## src/rtl/range_sample_framer.sv

```systemverilog
// rtl/range_sample_framer.sv - assembles little-endian words from a byte stream
// and sequences the go/finish pulses for the downstream range-finder.
module range_sample_framer #(
    parameter int WIDTH     = 16,
    parameter int MAX_WORDS = 255,
    localparam int BYTES    = WIDTH / 8,
    localparam int CW       = $clog2(MAX_WORDS + 1),
    localparam int IW       = (BYTES > 1) ? $clog2(BYTES) : 1
) (
    input  logic             clock,
    input  logic             reset,
    input  logic [7:0]       byte_in,
    input  logic             byte_valid,
    input  logic             start_cmd,
    input  logic             end_cmd,
    output logic [WIDTH-1:0] data_out,
    output logic             go,
    output logic             finish,
    output logic [CW-1:0]    word_count,
    output logic             frame_error,
    output logic             busy
);

    typedef enum logic [1:0] {
        IDLE     = 2'd0,
        ASSEMBLE = 2'd1,
        DRAIN    = 2'd2,
        FINISH   = 2'd3
    } state_t;

    state_t           state_q, state_d;
    logic [IW-1:0]    idx_q, idx_d;
    logic [WIDTH-1:0] partial_q, partial_d;
    logic [WIDTH-1:0] data_out_q, data_out_d;
    logic             go_q, go_d;
    logic             finish_q, finish_d;
    logic [CW-1:0]    word_count_q, word_count_d;
    logic             frame_error_q, frame_error_d;
    logic             busy_q, busy_d;
    logic [WIDTH-1:0] word_tmp;

    always_ff @(posedge clock or posedge reset) begin
        if (reset) begin
            state_q       <= IDLE;
            idx_q         <= '0;
            partial_q     <= '0;
            data_out_q    <= '0;
            go_q          <= 1'b0;
            finish_q      <= 1'b0;
            word_count_q  <= '0;
            frame_error_q <= 1'b0;
            busy_q        <= 1'b0;
        end else begin
            state_q       <= state_d;
            idx_q         <= idx_d;
            partial_q     <= partial_d;
            data_out_q    <= data_out_d;
            go_q          <= go_d;
            finish_q      <= finish_d;
            word_count_q  <= word_count_d;
            frame_error_q <= frame_error_d;
            busy_q        <= busy_d;
        end
    end

    always_comb begin
        state_d       = state_q;
        idx_d         = idx_q;
        partial_d     = partial_q;
        data_out_d    = data_out_q;
        go_d          = 1'b0;
        finish_d      = 1'b0;
        word_count_d  = word_count_q;
        frame_error_d = frame_error_q;
        word_tmp      = partial_q;

        case (state_q)
            IDLE: begin
                if (start_cmd) begin
                    state_d       = ASSEMBLE;
                    word_count_d  = '0;
                    idx_d         = '0;
                    partial_d     = '0;
                    frame_error_d = 1'b0;
                end
            end

            ASSEMBLE: begin
                if (byte_valid) begin
                    word_tmp[{idx_q, 3'b000} +: 8] = byte_in;
                    partial_d = word_tmp;
                    if (idx_q == IW'(BYTES - 1)) begin
                        data_out_d   = word_tmp;
                        idx_d        = '0;
                        word_count_d = word_count_q + CW'(1);
                        go_d         = (word_count_q == '0);
                    end else begin
                        idx_d = idx_q + IW'(1);
                    end
                end

                // A full frame wins over a coincident end_cmd; the byte is always taken first.
                if (word_count_d == CW'(MAX_WORDS)) begin
                    state_d = DRAIN;
                end else if (end_cmd) begin
                    if (idx_d != '0) begin
                        frame_error_d = 1'b1;
                        idx_d         = '0;
                        partial_d     = '0;
                    end
                    if (word_count_d == '0) begin
                        frame_error_d = 1'b1;
                        state_d       = IDLE;
                    end else begin
                        state_d = DRAIN;
                    end
                end
            end

            DRAIN: begin
                state_d = FINISH;
            end

            FINISH: begin
                finish_d = 1'b1;
                state_d  = IDLE;
            end

            default: begin
                state_d = IDLE;
            end
        endcase

        busy_d = (state_d != IDLE);
    end

    assign data_out    = data_out_q;
    assign go          = go_q;
    assign finish      = finish_q;
    assign word_count  = word_count_q;
    assign frame_error = frame_error_q;
    assign busy        = busy_q;

endmodule

```

## config.mk

```make
export PLATFORM = sky130hd
export DESIGN_NAME = range_sample_framer
export DESIGN_NICKNAME = d
export VERILOG_FILES = /design/src/rtl/range_sample_framer.sv
export SDC_FILE = /design/constraint.sdc
export NUM_CORES = 1
export LEC_CHECK = 0
export ABC_AREA = 1
export BUFFER_PORTS_ARGS = -buffer_cell sky130_fd_sc_hd__buf_2
export CAP_MARGIN = 20
export CORE_MARGIN = 2
export CORE_UTILIZATION = 42
export DETAILED_ROUTE_END_ITERATION = 8
export SLEW_MARGIN = 20
export SYNTH_ARGS = -nofsm -noshare
export SYNTH_HDL_FRONTEND = slang
export SYNTH_SLANG_ARGS = --single-unit
```

## constraint.sdc

```tcl
create_clock -name clock -period 2.1 [get_ports clock]
set_input_delay 0.42 -clock clock [delete_from_list [all_inputs] [get_ports clock]]
set_output_delay 0.42 -clock clock [all_outputs]
set_load 0.005 [all_outputs]
```

==> metrics.yaml <==
status:
  status: "completed"
clocking:
  clk_pin_slew_ps: 90
  cts_hold_buf: 0
  cts-buffers-inserted: 5
  cts_root_buffer: "clkbuf_8"
  htree_levels: 2
  cts_tree: "built"
  clkSinkCount: 47
  clockBufferDepth: 2
  clk_latency_ps: 300
drt:
  drtAntennaViolNets: 0
  num_vias: 2717
  drc_errors: 0
  drtIter0Drc: 165
  first_pass_iters: 4
  drt-total-wl_um: 7410
  drt-wirelength-per-cell_um: 14.1
  via_per_inst: 5.19
floorplanning:
  die_area_um2: 7500
  die_height_um: 86.6
  dieWidth_um: 86.6
  rows: 30
  initial_utilization: 0.429
  ios: 41
  coreArea_um2: 6680
place:
  io_buffers: 40
  place.gp.congestion: 0.825
  dp_hpwl_um: 4850
  place_inst: 507
pwr:
  leakagePower_nw: 1.74
  max-vdd-ir-drop_mv: 0.512
  power_density_nw_per_um2: 1210
  fin_total_pwr_mw: 4.07
critical_path:
  critPathSlowestCell: "dfrtp_1"
  path_buf_inv: 2
  crit_chain: "inv_2 -> ha_4 -> inv_1 -> nand3_1 -> nand2_2 -> nor2_2 -> nand2_2 -> nor2_8 -> nand3_4 -> nor2_4 -> nand2_1 -> nand3_1 -> nand2_1"
  endpoint_kind: "flop"
  slowest_delay_ps: 430
  cp_top_family: "simple AND/OR/NAND/NOR gates"
  startpoint_type: "flop"
  r2r_cells: 13
  path_class: "flop to flop"
  crit_arrival_ps: 2210
  r2r-end: "partial_q[7]$_DFFE_PP0P_"
  worst-path-max-fanout: 5
  rr_startpoint: "word_count[0]$_DFFE_PP0P_"
  startpoint: "word_count[0]$_DFFE_PP0P_"
  r2r_slack_ps: 80
  required_ps: 2290
final_layout:
  diodes: 0
  final_cells: 524
  syn2layout_area_growth_pct: 17.3
  final_net_count: 459
  drive_gt1_frac: 0.218
timing:
  clock.fmax_ghz: 0.496
  finalHoldViolations: 0
  period_minus_slack_ps: 2020
  fin_crit_sh: 0.961
  relSlewSlack: 0.592
  setup_viol: 0
  final-max-slew-violation-count: 0
  worstMarginPinSlew_ps: 612
  finClkSkew_ps: 6.50
global_routing:
  grt_first_pass_wirelength_um: 12000
  grt_pass1_vias: 2518
  antenna_found_initial: 0
  grt_overflow: 0
  grt_max_degree: 48
  grt.total_usage: 0.201
synthesis:
  synth_area_um2: 2870
  syn_nets: 407
  seq_area_frac_synth: 0.410
  synth_area_per_cell_um2: 7.33
  ys_types: 31
  ys_ff_latch: 47
  yosys_warnings: 0
  synthCells: 391
hold_path:
  hp-class: "input port to asynchronous set/reset pin"
flow_run:
  cap_violations: 0
-- timing repair --
action                     4_1_cts  5_1_grt
setup endpoints to repair        0       19
buffers inserted                 0        5
gates resized for setup          0       10
-- stage by stage --
step / instance area (um^2) / worst slack [ps] / util / setup TNS (ps) / hold slack, ps
2_1_floorplan: 2870 / 271 / - / 0 / 460
3_3_place_gp: 3170 / 115 / 0.475 / 0 / 470
3_5_place_dp: 3170 / 105 / 0.475 / 0 / 475
4_1_cts: 3260 / 91.2 / 0.487 / 0 / 298
5_1_grt: 3360 / -5.02 / 0.503 / -15.4 / 328
6_report: 3360 / 82.0 / 0.503 / 0 / 268
-- final cells by class --
type	instances	area, um^2
Sequential cell	47	1180
Inverter	46	174
Clock buffer	7	76.3
Fill cell	688	3320
Clock inverter	1	5.00
Tap cell	80	100
Multi-Input combinational cell	285	1480
Timing Repair Buffer	58	348
-- cells in the final DEF, fill, tap and decap left out, types with 3 or more instances in the layout --
cell type	instances
nor2_1	14
o21ai_0	43
o21ai_1	3
nor2_4	5
nor2_2	3
buf_4	17
nand4_1	3
buf_2	40
o22ai_1	6
nand2_2	5
inv_1	38
nand3_4	3
nand3_1	22
clkbuf_8	5
dfrtp_1	46
inv_2	5
o21bai_1	7
nand2_1	143
o21a_1	15
-- synthesized netlist by cell type --
library cell	number	share of area
nand2_1	145	0.19
dfrtp_1	47	0.41
o21ai_0	44	0.077
inv_1	41	0.054
nand3_1	22	0.038
nor2_1	16	0.021
o21a_1	15	0.039
clkbuf_1	7	0.0092
o21bai_1	7	0.018
o22ai_1	6	0.013
buf_2	5	0.0087
ha_1	3	0.013
nand2_2	3	0.0066
nand3_4	3	0.018
nand4_1	3	0.0066
buf_4	2	0.0052
buf_6	2	0.0079
clkinv_1	2	0.0026
inv_2	2	0.0026
nand2_4	2	0.0079
nor2_4	2	0.0079
nor2_8	2	0.014
o21ai_1	2	0.0035
buf_8	1	0.0052
clkinv_2	1	0.0017
mux2_2	1	0.0039
nand3_2	1	0.0035
nor2_2	1	0.0022
nor3_1	1	0.0017
nor4_1	1	0.0022
o22ai_2	1	0.0044
-- kinds of logic after synthesis --
| logic type | after synthesis | share of synthesized area |
|---|---|---|
| and+or+nand+nor | 202 | 0.320 |
| adders and majority gates | 3 | 0.0131 |
| DFF | 47 | 0.410 |
| muxes | 1 | 0.00393 |
| AOI/OAI and AO/OA | 75 | 0.155 |
| buffers and inverters | 63 | 0.0969 |
-- worst max path at each step --
stage / slack (ps) / cells after the start / end
finish: 80 / 13 / partial_q[7]$_DFFE_PP0P_
global route: -5 / 13 / partial_q[12]$_DFFE_PP0P_
CTS: 90 / 13 / partial_q[13]$_DFFE_PP0P_
detailed placement: 110 / 13 / partial_q[1]$_DFFE_PP0P_
global placement: 120 / 13 / partial_q[9]$_DFFE_PP0P_
floorplan: 270 / 14 / partial_q[1]$_DFFE_PP0P_
-- worst register-to-register path, delay by kind of cell (launching register included) --
| family | cells | cell delay, ps |
|---|---|---|
| fa+ha+maj | 1 | 260 |
| flops | 1 | 430 |
| simple gates | 10 | 1100 |
| buf+inv | 2 | 120 |
-- metal layers --
metal | global-route usage | vias to the layer above | share of wire
met5 | 0 | - | 0
met4 | 0.0469 | 0 | 0.0099
met3 | 0.0286 | 5 | 0.045
met2 | 0.336 | 63 | 0.48
met1 | 0.276 | 1294 | 0.46
li1 | - | 1355 | -
-- flip-flops by register name, summed over array words and instances, names as in the netlist --
signal       count
busy             1
finish           1
go               1
word_count       8
data_out        16
state_q          2
idx_q            1
frame_error      1
partial_q       16
-- power by group --
group | switching [mW] | leakage [nW] | internal, mW | total [mW]
Clock | 0.309 | 0.0422 | 0.235 | 0.544
Sequential | 0.245 | 0.601 | 1.26 | 1.51
Combinational | 1.19 | 1.10 | 0.831 | 2.02
Total | 1.74 | 1.74 | 2.33 | 4.07
(Power assumes the default switching activity.)
